File: config.mk
export PLATFORM = sky130hd
export DESIGN_NAME = key_debounce_irq
export DESIGN_NICKNAME = d
export VERILOG_FILES = /design/src/rtl/key_debounce_irq_pkg.sv /design/src/rtl/key_debounce_chan.sv /design/src/rtl/key_debounce_irq.sv
export SDC_FILE = /design/constraint.sdc
export NUM_CORES = 1
export LEC_CHECK = 0
export CAP_MARGIN = 20
export CORE_ASPECT_RATIO = 2
export CORE_MARGIN = 5
export CORE_UTILIZATION = 45
export DETAILED_ROUTE_END_ITERATION = 12
export PLACE_DENSITY = 0.59
export SETUP_SLACK_MARGIN = 0.05
export SYNTH_ARGS = -nofsm -noshare
export SYNTH_HDL_FRONTEND = slang
export SYNTH_SLANG_ARGS = --single-unit
File: constraint.sdc
create_clock -name clk -period 2.25 [get_ports clk]
set_input_delay 0.45 -clock clk [delete_from_list [all_inputs] [get_ports clk]]
set_output_delay 0.45 -clock clk [all_outputs]
set_load 0.02 [all_outputs]
File: src/rtl/key_debounce_irq_pkg.sv
// Shared types and default parameters for the key debouncer and its channels.
package key_debounce_irq_pkg;

    // Default configuration of a board build (50 MHz clock).
    localparam int DEF_WIDTH         = 2;
    localparam int DEF_SYNC_STAGES   = 2;
    localparam int DEF_TIMEOUT       = 50000;
    localparam int DEF_TIMEOUT_WIDTH = 16;
    localparam int DEF_LONG_CYCLES   = 50000000;
    localparam int DEF_LONG_WIDTH    = 26;

    // One-cycle events raised by a channel.
    typedef struct packed {
        logic press;
        logic rel;
        logic long_press;
    } key_evt_t;

endpackage

File: src/rtl/key_debounce_chan.sv
// One debounced key: synchroniser, polarity fix, stable-time filter,
// press/release/long-press pulses and a sticky pending bit.
module key_debounce_chan
    import key_debounce_irq_pkg::*;
#(
    parameter logic POLARITY      = 1'b1,
    parameter int   SYNC_STAGES   = DEF_SYNC_STAGES,
    parameter int   TIMEOUT       = DEF_TIMEOUT,
    parameter int   TIMEOUT_WIDTH = DEF_TIMEOUT_WIDTH,
    parameter int   LONG_CYCLES   = DEF_LONG_CYCLES,
    parameter int   LONG_WIDTH    = DEF_LONG_WIDTH
) (
    input  logic     clk,
    input  logic     reset_n,
    input  logic     raw_i,
    input  logic     irq_clr_i,
    output logic     level_o,
    output key_evt_t evt_o,
    output logic     pending_o
);

    // Counters stop one short of the limit so the widths only need to hold
    // TIMEOUT-1 and LONG_CYCLES-1; a done flag stands in for saturation.
    localparam logic [TIMEOUT_WIDTH-1:0] FILT_LAST = TIMEOUT_WIDTH'(TIMEOUT - 1);
    localparam logic [LONG_WIDTH-1:0]    HOLD_LAST = LONG_WIDTH'(LONG_CYCLES - 1);

    logic [SYNC_STAGES-1:0]   sync_q, sync_d;
    logic [TIMEOUT_WIDTH-1:0] filt_cnt_q, filt_cnt_d;
    logic                     level_q, level_d;
    logic [LONG_WIDTH-1:0]    hold_cnt_q, hold_cnt_d;
    logic                     hold_done_q, hold_done_d;
    logic                     pending_q, pending_d;
    key_evt_t                 evt_q, evt_d;
    logic                     press_d, rel_d, long_d;
    logic                     act;

    // Shift the raw input through the synchroniser chain.
    always_comb begin
        sync_d = {sync_q[SYNC_STAGES-2:0], raw_i};
    end

    assign act = sync_q[SYNC_STAGES-1] ^ POLARITY;

    // Accept a new level only after it has differed for TIMEOUT samples in a row.
    always_comb begin
        // NOTE: every output gets a default first so no path leaves a latch behind.
        filt_cnt_d = '0;
        level_d    = level_q;
        press_d    = 1'b0;
        rel_d      = 1'b0;
        if (act != level_q) begin
            if (filt_cnt_q == FILT_LAST) begin
                level_d = act;
                press_d = act;
                rel_d   = ~act;
            end else begin
                filt_cnt_d = filt_cnt_q + TIMEOUT_WIDTH'(1);
            end
        end
    end

    // Time how long the key has been held; fire long-press once per press.
    always_comb begin
        hold_cnt_d  = '0;
        hold_done_d = 1'b0;
        long_d      = 1'b0;
        if (level_q) begin
            hold_cnt_d  = hold_cnt_q;
            hold_done_d = hold_done_q;
            if (!hold_done_q) begin
                if (hold_cnt_q == HOLD_LAST) begin
                    hold_done_d = 1'b1;
                    long_d      = 1'b1;
                end else begin
                    hold_cnt_d = hold_cnt_q + LONG_WIDTH'(1);
                end
            end
        end
    end

    // Sticky pending flag: a coinciding set beats the clear.
    always_comb begin
        pending_d = (pending_q & ~irq_clr_i) | evt_q.press | evt_q.long_press;
    end

    assign evt_d = '{press: press_d, rel: rel_d, long_press: long_d};

    // State registers.
    always_ff @(posedge clk or negedge reset_n) begin
        if (!reset_n) begin
            // NOTE: the synchroniser resets to the idle raw level, not zero, so
            // leaving reset does not look like a key change.
            sync_q      <= {SYNC_STAGES{POLARITY}};
            filt_cnt_q  <= '0;
            level_q     <= 1'b0;
            hold_cnt_q  <= '0;
            hold_done_q <= 1'b0;
            pending_q   <= 1'b0;
            evt_q       <= '0;
        end else begin
            // NOTE: non-blocking updates so every flop samples pre-edge values.
            sync_q      <= sync_d;
            filt_cnt_q  <= filt_cnt_d;
            level_q     <= level_d;
            hold_cnt_q  <= hold_cnt_d;
            hold_done_q <= hold_done_d;
            pending_q   <= pending_d;
            evt_q       <= evt_d;
        end
    end

    assign level_o   = level_q;
    assign evt_o     = evt_q;
    assign pending_o = pending_q;

endmodule

File: src/rtl/key_debounce_irq.sv
// Multi-channel key debouncer with a maskable, sticky interrupt line.
module key_debounce_irq
    import key_debounce_irq_pkg::*;
#(
    parameter int               WIDTH         = DEF_WIDTH,
    parameter logic [WIDTH-1:0] POLARITY_MASK = {WIDTH{1'b1}},
    parameter int               SYNC_STAGES   = DEF_SYNC_STAGES,
    parameter int               TIMEOUT       = DEF_TIMEOUT,
    parameter int               TIMEOUT_WIDTH = DEF_TIMEOUT_WIDTH,
    parameter int               LONG_CYCLES   = DEF_LONG_CYCLES,
    parameter int               LONG_WIDTH    = DEF_LONG_WIDTH
) (
    input  logic             clk,
    input  logic             reset_n,
    input  logic [WIDTH-1:0] data_in,
    output logic [WIDTH-1:0] data_out,
    output logic [WIDTH-1:0] press_o,
    output logic [WIDTH-1:0] release_o,
    output logic [WIDTH-1:0] long_o,
    input  logic [WIDTH-1:0] irq_mask_i,
    input  logic [WIDTH-1:0] irq_clr_i,
    output logic [WIDTH-1:0] pending_o,
    output logic             irq_o
);

    key_evt_t evt [WIDTH];

    // One independent debouncer per key.
    for (genvar i = 0; i < WIDTH; i++) begin : g_chan
        key_debounce_chan #(
            .POLARITY      (POLARITY_MASK[i]),
            .SYNC_STAGES   (SYNC_STAGES),
            .TIMEOUT       (TIMEOUT),
            .TIMEOUT_WIDTH (TIMEOUT_WIDTH),
            .LONG_CYCLES   (LONG_CYCLES),
            .LONG_WIDTH    (LONG_WIDTH)
        ) u_chan (
            .clk       (clk),
            .reset_n   (reset_n),
            .raw_i     (data_in[i]),
            .irq_clr_i (irq_clr_i[i]),
            .level_o   (data_out[i]),
            .evt_o     (evt[i]),
            .pending_o (pending_o[i])
        );

        assign press_o[i]   = evt[i].press;
        assign release_o[i] = evt[i].rel;
        assign long_o[i]    = evt[i].long_press;
    end

    // Mask is applied combinationally so changes show up immediately.
    assign irq_o = |(pending_o & irq_mask_i);

endmodule

==> report_table.html <==
<table>
<tr><th>Metric</th><th>Value</th></tr>
<tr><th colspan="2">Placement</th></tr>
<tr><td>HPWL Detailed</td><td>7670 um</td></tr>
<tr><td>Port Buf Inserts</td><td>18</td></tr>
<tr><td>Final weighted congestion in routability-driven placement</td><td>0.793</td></tr>
<tr><th colspan="2">Global route</th></tr>
<tr><td>Total GRT Usage</td><td>16.6%</td></tr>
<tr><td>Global-route wire length before repair</td><td>17800 um</td></tr>
<tr><td>Maximum number of pins on one net before global-route repair</td><td>48</td></tr>
<tr><td>Initial antenna violation count</td><td>0</td></tr>
<tr><td>Number of global-route vias before repair</td><td>3856</td></tr>
<tr><td>Overflow left after global routing</td><td>0</td></tr>
<tr><th colspan="2">Yosys</th></tr>
<tr><td>Part of the Yosys area used for sequential elements</td><td>51.2%</td></tr>
<tr><td>EDFF count, synth</td><td>0</td></tr>
<tr><td>Most area-hungry cell type in the Yosys netlist</td><td>dfrtp_1</td></tr>
<tr><td>Area fraction of the dominant cell type after synthesis</td><td>49.0%</td></tr>
<tr><td>Top_reg_cell synth</td><td>dfrtp_1</td></tr>
<tr><td>Count of cell types in the netlist</td><td>48</td></tr>
<tr><td>Async set or reset register ratio after synthesis</td><td>100%</td></tr>
<tr><td>Number of standard cells after synthesis</td><td>510</td></tr>
<tr><td>Mean instance size in the synthesized netlist</td><td>9.61 um2</td></tr>
<tr><td>Post-synthesis register bit count</td><td>100</td></tr>
<tr><td>Most numerous cell in the Yosys netlist</td><td>dfrtp_1</td></tr>
<tr><td>Post-synth net total</td><td>522</td></tr>
<tr><td>Top cells by area in the synthesized netlist</td><td>dfrtp_1, nor2_1, xor2_1</td></tr>
<tr><td>Post-Syn Area</td><td>4900 um2</td></tr>
<tr><td>List of most frequent post-synthesis cells</td><td>dfrtp_1, nor2_1, nand2_1, nand3_1, xor2_1</td></tr>
<tr><td>Number of warning messages in the yosys log</td><td>0</td></tr>
<tr><th colspan="2">Timing</th></tr>
<tr><td>Aggregate negative setup slack</td><td>0 ns</td></tr>
<tr><td>Worst clock skew</td><td>0.00942 ns</td></tr>
<tr><td>Crit share post-route</td><td>92.6%</td></tr>
<tr><td>Minimum hold slack</td><td>0.124 ns</td></tr>
<tr><td>Slew of the pin with the lowest slew margin</td><td>0.607 ns</td></tr>
<tr><td>Final Hold Fails</td><td>0</td></tr>
<tr><td>Unrepaired setup endpoints after global routing</td><td>false</td></tr>
<tr><td>Setup violators final</td><td>0</td></tr>
<tr><td>Slew headroom</td><td>59.5%</td></tr>
<tr><td>Slew Viols, Final</td><td>0</td></tr>
<tr><td>Fmax</td><td>480 MHz</td></tr>
<tr><td>Post-layout minimum cycle time</td><td>2.08 ns</td></tr>
<tr><th colspan="2">Setup path</th></tr>
<tr><td>Maximum fanout along the worst path</td><td>10</td></tr>
<tr><td>Capture instance of the worst register-to-register path</td><td>g_chan[1].u_chan.hold_cnt_q[12]</td></tr>
<tr><td>Register-to-register path setup slack</td><td>0.19 ns</td></tr>
<tr><td>Cell-by-cell listing of the critical path</td><td>buf_4, clkdlybuf4s50_1</td></tr>
<tr><td>Class of the most critical setup path</td><td>flip-flop to output pin</td></tr>
<tr><td>Longest individual stage delay on the worst path</td><td>0.62 ns</td></tr>
<tr><td>Startpoint of the worst setup timing path</td><td>g_chan[0].u_chan.level_o</td></tr>
<tr><td>Worst-path cell with the longest stage delay</td><td>clkdlybuf4s50_1</td></tr>
<tr><td>Data arrival time of the critical path</td><td>1.63 ns</td></tr>
<tr><td>Kind of start point of the critical path</td><td>flip-flop</td></tr>
<tr><td>Endpoint class of the critical path</td><td>output pin</td></tr>
<tr><td>Critical path required time</td><td>1.80 ns</td></tr>
<tr><td>Worst reg2reg path depth</td><td>5</td></tr>
<tr><td>Startpoint of the worst register-to-register path</td><td>g_chan[1].u_chan.hold_cnt_q[9]</td></tr>
<tr><th colspan="2">Layout</th></tr>
<tr><td>Final design utilization</td><td>51.4%</td></tr>
<tr><td>Area of the multi-input gates</td><td>2270 um2</td></tr>
<tr><td>Total inserted antenna cells</td><td>0</td></tr>
<tr><td>Layout Area Growth over Synthesis</td><td>13.5%</td></tr>
<tr><td>Layout cells sized above 1</td><td>8.50%</td></tr>
<tr><td>Nets</td><td>548</td></tr>
<tr><td>Fill cells</td><td>1000</td></tr>
<tr><td>Register Area</td><td>2510 um2</td></tr>
<tr><th colspan="2">Detailed routing</th></tr>
<tr><td>Final wirelength</td><td>10400 um</td></tr>
<tr><td>WL per Instance</td><td>15.3 um</td></tr>
<tr><td>Detailed-routing iteration count for the pre-antenna-repair pass</td><td>4</td></tr>
<tr><td>Detailed-route DRC error count</td><td>0</td></tr>
<tr><td>Iteration-0 DRC count of the detailed router</td><td>167</td></tr>
<tr><td>Via count</td><td>3689</td></tr>
<tr><td>Via density per instance</td><td>5.42</td></tr>
<tr><td>Number of antenna-violating nets in the routed design</td><td>0</td></tr>
<tr><th colspan="2">Power</th></tr>
<tr><td>Power density over the cells</td><td>596 nW/um2</td></tr>
<tr><td>P_leak</td><td>2.28 nW</td></tr>
<tr><td>Worst-case vdd ir drop</td><td>0.408 mV</td></tr>
<tr><th colspan="2">Die</th></tr>
<tr><td>Die area</td><td>13200 um2</td></tr>
<tr><td>Count of standard-cell rows</td><td>54</td></tr>
<tr><td>I/O Pins</td><td>19</td></tr>
<tr><td>Core ar.</td><td>10800 um2</td></tr>
<tr><td>Starting density of the core</td><td>45.3%</td></tr>
<tr><td>Die W</td><td>83.8 um</td></tr>
<tr><td>Die Span Y</td><td>158 um</td></tr>
<tr><th colspan="2">Status</th></tr>
<tr><td>Status</td><td>complete, no violations</td></tr>
<tr><th colspan="2">Clocking</th></tr>
<tr><td>Number of buffers added by the clock tree synthesis step</td><td>9</td></tr>
<tr><td>Num Clock Sinks</td><td>100</td></tr>
<tr><td>CTS H-Tree Depth</td><td>3</td></tr>
<tr><td>Cell at the root of the clock tree</td><td>clkbuf_16</td></tr>
<tr><td>Worst-skew pair later-pin latency</td><td>0.34 ns</td></tr>
<tr><td>Max Buffers Root-to-Sink</td><td>2</td></tr>
<tr><td>Post-CTS Hold Buffers</td><td>0</td></tr>
<tr><td>Clock tree from TritonCTS</td><td>built</td></tr>
<tr><td>Setup bufs post-CTS</td><td>0</td></tr>
<tr><td>Number of resized instances in the post-cts repair step</td><td>0</td></tr>
<tr><td>Clock-pin slew on the worst setup and hold paths</td><td>0.07 ns</td></tr>
<tr><th colspan="2">Flow run</th></tr>
<tr><td>Number of maximum-capacitance constraint violations</td><td>0</td></tr>
<tr><th colspan="2">Hold path</th></tr>
<tr><td>Worst hold-check path type</td><td>input pin to async pin</td></tr>
</table>
## metal layers
| metal | vias up | share of wire [%] | track usage [%] |
|---|---|---|---|
| met5 | - | 0 | 0 |
| met4 | 0 | 2.2 | 7.29 |
| met3 | 14 | 1.8 | 2.55 |
| met2 | 39 | 58 | 32.2 |
| met1 | 1820 | 38 | 17.3 |
| li1 | 1816 | - | - |
## flip-flops by register name, indices dropped and copies added (netlist names)
| register | flops |
|---|---|
| g_chan.u_chan.hold_done_q | 2 |
| g_chan.u_chan.filt_cnt_q | 32 |
| g_chan.u_chan.sync_q | 4 |
| g_chan.u_chan.evt_o | 6 |
| g_chan.u_chan.hold_cnt_q | 52 |
| g_chan.u_chan.pending_o | 2 |
| g_chan.u_chan.level_o | 2 |
## worst max path at each step
stage / cells after the start / slack (ns) / endpoint
after floorplan: 5 / 0.39 / g_chan[1].u_chan.hold_cnt_q[1]
after global placement: 3 / 0.16 / irq_o
after detailed placement: 3 / 0.16 / irq_o
after CTS: 2 / 0.15 / data_out[0]
after global routing: 2 / 0.10 / data_out[0]
final: 2 / 0.17 / data_out[0]
## power breakdown
| part | switching, mW | total (mW) | internal [mW] |
|---|---|---|---|
| Sequential | 0.0109 | 1.82 | 1.81 |
| Combinational | 0.0519 | 0.0773 | 0.0253 |
| Clock | 0.657 | 1.41 | 0.757 |
## critical path: cells and delay by family (launching register included)
family	cells	cell delay, ns
buffers and inverters	2	0.84
DFF	1	0.46
## per-stage QoR
step / cell area, um2 / std cells / setup WS, ns / total power, mW
global placement: 5290 / 665 / 0.164 / 1.94
finish: 5560 / 681 / 0.166 / 3.31
CTS: 5560 / 681 / 0.152 / 3.36
detailed placement: 5290 / 665 / 0.164 / 1.94
global route: 5560 / 681 / 0.104 / 3.46
floorplan: 4900 / 510 / 0.390 / 1.87
## placed cells by master, fill, tap and decap left out, types with 3 or more instances in the layout
cell and n:
o41ai_1 3, nor2_1 87, nand3_1 31, and3_1 19
or3_1 14, nor3_1 16, ha_1 4, xor2_1 31
nor4_2 3, dfrtp_1 96, nand2_1 47, nand4b_1 4
nand4_1 20, clkbuf_16 9, a21oi_1 11, buf_4 15
and2_1 4, o21ai_0 20, dfstp_2 4, nor4_1 3
xnor2_1 28, clkdlybuf4s50_1 17, o31ai_1 5, inv_1 10
nand2b_1 4
## layout make-up
cell class              count  area share, %
inverters                  10          0.675
well taps                 140           3.15
repair buffers             33           5.44
clock inverters             5          0.697
flip-flops and latches    100           45.1
clock buffers              11           4.18
multi-input cells         382           40.8
## cells by family after synthesis
group | count (synthesis) | share of synthesized area, %
DFF | 100 | 51.2
xor gates and xnor gates | 59 | 10.5
adders and majority gates | 4 | 1.02
buffers and inverters | 28 | 2.58
and+or+nand+nor | 271 | 28.6
AOI/OAI and AO/OA | 46 | 5.64
muxes | 2 | 0.408
No activity file was read; power rests on OpenSTA's default activity.
